$ cat config.mk
export PLATFORM = sky130hd
export DESIGN_NAME = seq_mul4
export DESIGN_NICKNAME = d
export VERILOG_FILES = /design/src/rtl/mul_pkg.sv /design/src/rtl/seq_mul4_adder.sv /design/src/rtl/seq_mul4.sv
export SDC_FILE = /design/constraint.sdc
export NUM_CORES = 1
export LEC_CHECK = 0
export CORE_UTILIZATION = 46
export DETAILED_ROUTE_END_ITERATION = 16
export PLACE_DENSITY = 0.82
export SLEW_MARGIN = 20
export SYNTH_ARGS = -nofsm -noshare
export SYNTH_HDL_FRONTEND = slang
export SYNTH_SLANG_ARGS = --single-unit
export TNS_END_PERCENT = 50
$ cat constraint.sdc
create_clock -name clk -period 1.7 [get_ports clk]
set_input_delay 0.34 -clock clk [delete_from_list [all_inputs] [get_ports clk]]
set_output_delay 0.34 -clock clk [all_outputs]
set_load 0.02 [all_outputs]
$ cat src/rtl/mul_pkg.sv
// Shared types and constants for the 4x4 sequential shift-and-add multiplier.
package mul_pkg;

  typedef enum logic [1:0] {
    IDLE = 2'd0,
    BUSY = 2'd1,
    DONE = 2'd2
  } state_t;

  localparam int MUL_W     = 4;
  localparam int PROD_W    = 8;
  localparam int MUL_STEPS = 4;

endpackage

$ cat src/rtl/seq_mul4_adder.sv
// 4-bit ripple add stage; the multiplier's only arithmetic resource.
module seq_mul4_adder (
  input  logic [3:0] x,
  input  logic [3:0] y,
  input  logic       cin,
  output logic [3:0] s,
  output logic       cout
);

  assign {cout, s} = {1'b0, x} + {1'b0, y} + {4'b0000, cin};

endmodule

$ cat src/rtl/seq_mul4.sv
// 4x4 unsigned shift-and-add multiplier: one partial-product add per cycle,
// valid/ready on both sides, 8-bit registered product after 4 compute steps.
module seq_mul4
  import mul_pkg::*;
#(
  parameter int WIDTH = MUL_W
) (
  input  logic                 clk,
  input  logic                 rst_n,
  input  logic                 in_valid,
  output logic                 in_ready,
  input  logic [WIDTH-1:0]     a,
  input  logic [WIDTH-1:0]     b,
  output logic                 out_valid,
  input  logic                 out_ready,
  output logic [2*WIDTH-1:0]   product
);

  state_t            state_q, state_d;
  logic [1:0]        cnt_q, cnt_d;
  logic [3:0]        hi_q, hi_d;
  logic [3:0]        lo_q, lo_d;
  logic [3:0]        mcand_q, mcand_d;
  logic [PROD_W-1:0] prod_q, prod_d;
  logic              ov_q, ov_d;

  logic [3:0]        add_s;
  logic              add_c;
  logic [3:0]        step_s;
  logic              step_c;
  logic              last_step;

  seq_mul4_adder u_adder (
    .x    (hi_q),
    .y    (mcand_q),
    .cin  (1'b0),
    .s    (add_s),
    .cout (add_c)
  );

  // Skip the add when the current multiplier bit is zero.
  always_comb begin
    step_s = hi_q;
    step_c = 1'b0;
    if (lo_q[0]) begin
      step_s = add_s;
      step_c = add_c;
    end
  end

  assign last_step = (cnt_q == 2'(MUL_STEPS - 1));

  always_ff @(posedge clk or negedge rst_n) begin
    if (!rst_n) state_q <= IDLE;
    else        state_q <= state_d;
  end

  always_comb begin
    state_d = state_q;
    case (state_q)
      IDLE:    if (in_valid)               state_d = BUSY;
      BUSY:    if (last_step)              state_d = DONE;
      DONE:    if (ov_q && out_ready)      state_d = IDLE;
      default:                             state_d = IDLE;
    endcase
  end

  always_comb begin
    in_ready = (state_q == IDLE);
  end

  // Datapath: carry-out shifts into hi[3], sum LSB shifts into lo[3].
  always_comb begin
    cnt_d   = cnt_q;
    hi_d    = hi_q;
    lo_d    = lo_q;
    mcand_d = mcand_q;
    prod_d  = prod_q;
    ov_d    = ov_q;
    case (state_q)
      IDLE: begin
        if (in_valid) begin
          mcand_d = a;
          lo_d    = b;
          hi_d    = 4'd0;
          cnt_d   = 2'd0;
        end
      end
      BUSY: begin
        hi_d  = {step_c, step_s[3:1]};
        lo_d  = {step_s[0], lo_q[3:1]};
        cnt_d = cnt_q + 2'd1;
        if (last_step) begin
          prod_d = {hi_d, lo_d};
          ov_d   = 1'b1;
        end
      end
      DONE: begin
        if (ov_q && out_ready) ov_d = 1'b0;
      end
      default: ov_d = 1'b0;
    endcase
  end

  always_ff @(posedge clk or negedge rst_n) begin
    if (!rst_n) begin
      cnt_q   <= 2'd0;
      hi_q    <= 4'd0;
      lo_q    <= 4'd0;
      mcand_q <= 4'd0;
      prod_q  <= '0;
      ov_q    <= 1'b0;
    end else begin
      cnt_q   <= cnt_d;
      hi_q    <= hi_d;
      lo_q    <= lo_d;
      mcand_q <= mcand_d;
      prod_q  <= prod_d;
      ov_q    <= ov_d;
    end
  end

  assign out_valid = ov_q;
  assign product   = prod_q;

endmodule
After elaboration in Yosys (flattened, before gate mapping) --
Index checks and enable logic that the tools add are counted.
Storage, ports and cells: memory bits (read-only) 0, bits in writable memories 0, word-level logic and storage cells 39, bits in latches 0, output and inout port bits 10, flip-flop bits (word level) 25, memories kept 0
Operators by class: bitwise operators 1, multipliers 0, reductions and logical operators 8, add/subtract/negate cells 2, equal/unequal tests 6, magnitude comparators 0, divide/modulo/power cells 0, shift-type cells 0, muxes and demuxes 15
Operators by type and width (count):
- case mux 4 bit (2 select lines) | 2
- 2-to-1 mux 4 bit | 3
- 2-to-1 mux 2 bit | 4
- != test 2 bit (second input constant) | 3
- case mux 2 bit (3 select lines) | 1
- AND reduction 2 bit | 3
- AND reduction 3 bit | 2
- adder 4 x 4 -> 5 bit | 1
- equality test 2 bit (second input constant) | 2
- case mux 2 bit (2 select lines) | 1
- 2-to-1 mux 1 bit | 3
- case mux 1 bit (3 select lines) | 1
- adder 2 x 1 -> 2 bit (second input constant) | 1
- equality test 2 x 1 -> 1 bit (second input constant) | 1
- zero test 2 bit | 1
- nonzero test 2 bit | 1
- logical AND 1 bit | 1
- NOT 1 bit | 1

Depth between registers and ports, before layout --
depth in word-level cells 3, mapped depth 6, gate-level depth less buffers 6

By module --
A second synthesis with hierarchy kept.
Second synthesis, totals: cell total of the unflattened synthesis 112, area, all modules 1262.5 um^2
By module, submodules not included:
- seq_mul4 | instances 1, area each 1118.6 um^2, cells each 96
- seq_mul4_adder | instances 1, area each 143.9 um^2, cells each 16

Worst setup path after synthesis --
Ideal clock, no wire load.
path type register -> register, start point reg hi_q[0], end point reg prod_q[7] (netlist: product[7]), clock period less this slack 1595 ps, stages on the path, launching flop included 6, arrival time 1470 ps, path slack 105 ps, required time 1575 ps, path through dfrtp_1 ha_1 fa_1 a21oi_1 o21ai_0 mux2_4
Between the ends: cells in the longest elaborated chain, start to end 2
Ends and longest elaborated chain:
- start: declaration | line seq_mul4.sv:21 | logic [3:0] hi_q, hi_d;
- start signal: assignment | line seq_mul4.sv:115 | hi_q <= hi_d;
- adder 4 x 4 -> 5 bit | line seq_mul4_adder.sv:10 | assign {cout, s} = {1'b0, x} + {1'b0, y} + {4'b0000, cin};
- 2-to-1 mux 1 bit | line seq_mul4.sv:45 | if (lo_q[0]) begin
- end signal: assignment | line seq_mul4.sv:118 | prod_q <= prod_d;
- end: declaration | line seq_mul4.sv:24 | logic [PROD_W-1:0] prod_q, prod_d;
Every way passes these cells. A chain may end at the register's enable or synchronous reset.

Worst setup path in the final report --
start point reg prod_q[7] (netlist: product[7]), end point out product[7]
RTL lines:
- end: declaration | line seq_mul4.sv:16 | output logic [2*WIDTH-1:0] product
No word-level cell between the ends.

==> flow_results.org <==
** Worst hold path
- The worst hold path belongs to the class input port to async pin.

** Timing
- Measured against its own limit, the worst slew margin works out to 79.27%.
- Static timing analysis puts the maximum clock frequency at 607.5 MHz.
- The worst path in the final design needs a cycle of 1646 ps, including I/O delays and setup.
- Setup repair after global routing missed its margin :: no
- Across the routed clock network, the largest skew measured is 0.9710 ps.
- Fin. Hold Viols :: 0
- Period Utilization, post-route :: 96.83%
- On the final layout, the worst hold slack is 351.6 ps.
- Pins over their slew limit :: 0
- Worst Tran Pin Value :: 310.9 ps
- Final number of setup-violating endpoints :: 0

** Setup path
- At the worst endpoint, the required time is 1360 ps.
- CP arrival :: 1310 ps
- In this run the worst path has a maximum fanout of 2.
- The worst setup path is captured at an output pin.
- The critical path in this run is classified as flip-flop to output pin.
- Total buffers and inverters traversed by the critical path :: 1
- The worst setup path is launched from a flip-flop.
- The slowest stage of the critical path is the clkdlybuf4s50_1 cell.
- Delay contributed by the slowest stage of the critical path :: 610 ps
- Cells traversed along the worst timing path :: clkdlybuf4s50_1
- Broken down by cell family, the worst path's largest delay share belongs to buffers and inverters.

** Synth
- Counting every instance in the synthesized netlist gives 109.
- By area the synthesized netlist is led by dfrtp_1, mux2_4, o21ai_0.
- The synthesized design contains 0 enable-type register cells.
- Distinct cell type count of the synthesized netlist :: 29
- The synthesized netlist occupies a cell area of 0.001239 mm2.
- Synthesized flop and latch total :: 25
- Post-synth top area cell :: dfrtp_1
- Sequential elements use 50.51% of the synthesized area.
- After synthesis, the share of flip-flops with an asynchronous set or reset is 100.0%.
- Yosys synthesis warning count :: 0
- Most instantiated flip-flop cell in the synthesis netlist :: dfrtp_1
- Mapped Avg Cell Area :: 11.36 um2
- Synthesized Nets :: 127
- Of the post-synthesis cell area, the dominant cell type holds 50.51%.

** Power
- Maximum resistive drop on vdd :: 0.001014 V
- The analysis attributes to cell leakage a power of 0.7709 nW.
- Total power divided by cell area :: 1775 mW/mm2
- Total power after layout :: 2.759 mW

** Status
- Outcome :: finished clean

** Global routing
- Global routing consumed, over all layers together, 19.51% of the routing resources.
- The first global-routing pass estimated 3.995 mm of wire.
- The initial antenna violation count was 0.
- Via count of the first global-routing pass :: 924
- Entering global routing, the biggest net connects 26 pins.
- Total global routing overflow :: 0

** Floorplan
- From bottom edge to top edge, the die measures 53.89 um.
- Die Outline Area :: 0.002904 mm2
- In this run the core area contains 18 standard-cell rows.
- Initial Util :: 49.55%
- The floorplan step set the die width to 53.89 um.
- Placeable Area :: 0.002500 mm2
- 22 I/O pins were placed.

** Final layout
- From synthesis to final layout, the design area changed by 25.45%.
- Number of inserted diodes :: 0
- Leaving out fill and tap cells, the most frequent cell in the layout is dfrtp_1.
- Area of the multi-input gates :: 586.8 um2
- Fin nets :: 156
- Highest-count cells in the layout ignoring fill and taps :: dfrtp_1, clkdlybuf4s50_1, nand2_1
- Final Instance Count excl. Fillers :: 167
- The sequential cells in the finished layout cover a total of 625.6 um2.
- Final Util :: 62.16%
- Fillers :: 211
- Share of final-layout standard cells stronger than drive strength 1 :: 18.98%

** Placement
- Port buffering added 21 buffers.
- After detailed placement, the design holds a cell count of 163.
- The wire-length estimate of the detail-placed layout is 1.712 mm.
- Final RePlAce weighted congestion :: 0.8509

** Detailed routing
- Initial drt markers :: 11
- After detailed routing, the number of vias per cell comes to 5.449.
- The final layout contains routed wiring with a total length of 2.338 mm.
- Detailed Routing Iterations Pass 1 :: 4
- Drt wl/cell :: 14.00 um
- Number of vias in the routed layout :: 910
- Post-DRT Antenna Nets :: 0
- DRC violations left :: 0

** CTS
- Clock sinks :: 25
- CTS tree :: done
- After clock tree synthesis, the clock-pin slew on the worst setup and hold paths is 130 ps.
- Hold-fix buffers, CTS :: 0
- Source-to-sink clock delay at the later pin of the worst-skew pair :: 320 ps
- Count of H-tree levels built during CTS :: 1
- The tree is rooted in a clkbuf_4.
- The clock passes through at most 2 buffers.
- Counting the buffers created by CTS gives 3.

** Job
- Max-cap violations in this run came to 0.
==> power breakdown <==
part	switching (mW)	internal [mW]	leakage [nW]
combinational	0.705	0.723	0.440
sequential	0.211	0.853	0.314
clock	0.178	0.0884	0.0177
==> Yosys cell counts (2+ instances only) <==
master	n
a21oi_1	9
a22o_1	2
a22oi_1	3
buf_4	2
dfrtp_1	25
ha_1	5
mux2_2	5
mux2_4	5
mux2i_1	2
nand2_1	13
nor2_1	3
nor2b_1	4
o21ai_0	14
o21bai_1	2
==> metal layers <==
layer  GRT usage, %  routed length [um]  share of wire (%)  vias up
li1               -                   -                  -      441
met1          24.64                1059                 45      452
met2          32.10                1173                 50       13
met3          5.932                  77                3.3        4
met4          5.263                  28                1.2        0
met5              0                   0                  0        -
==> sequential cells by signal, indices dropped and copies added, names as in the netlist <==
signal,cells
lo_q,4
cnt_q,2
mcand_q,4
product,8
hi_q,4
state_q,2
out_valid,1
==> through the flow <==
step	instance area (um2)	worst slack [ps]	setup TNS, ps
detailed placement	1508	-29.15	-29.15
finish	1554	53.97	0
global placement	1508	51.59	0
CTS	1535	-1.949	-1.949
floorplan	1239	104.7	0
global route	1554	0.6267	0
==> timing repair <==
| item | in CTS | in global routing |
|---|---|---|
| setup buffers | 0 | 0 |
| endpoints found under the setup margin | 3 | 8 |
| gates resized for setup | 3 | 9 |
==> kinds of logic (layout without fill, tap and decap cells) <==
kind of cell / Yosys count / count (layout) / synth area share, %
DFF: 25 / 25 / 50.51
AOI/OAI and AO/OA: 32 / 32 / 14.85
muxes: 12 / 12 / 12.22
adders and majority gates: 6 / 6 / 6.667
and+or+nand+nor: 28 / 28 / 12.22
buffers and inverters: 5 / 33 / 2.827
xor gates and xnor gates: 1 / 1 / 0.7072
==> path summary, 6_finish.rpt <==
check	startpoint	end	slack, ps	cells past startpoint
worst max-delay path	product[7]	product[7]	50	1
worst min-delay path	rst_n	mcand_q[2]	350	2
worst max register to register	hi_q[0]	product[7]	80	5
worst min register to register	product[4]	product[4]	500	2
max in group asynchronous	rst_n	mcand_q[0]	1110	2
min in group clk	product[4]	product[4]	500	2
==> area by class of cell <==
cell class / count / area share [%]
sequential: 25 / 40.26
multi-input combinational: 79 / 37.76
timing repair buffer: 28 / 17.55
tap: 30 / 2.415
clock buffer: 3 / 1.449
clock inverter: 1 / 0.3221
inverter: 1 / 0.2415
Note: power is estimated with default switching activity, not from simulation.
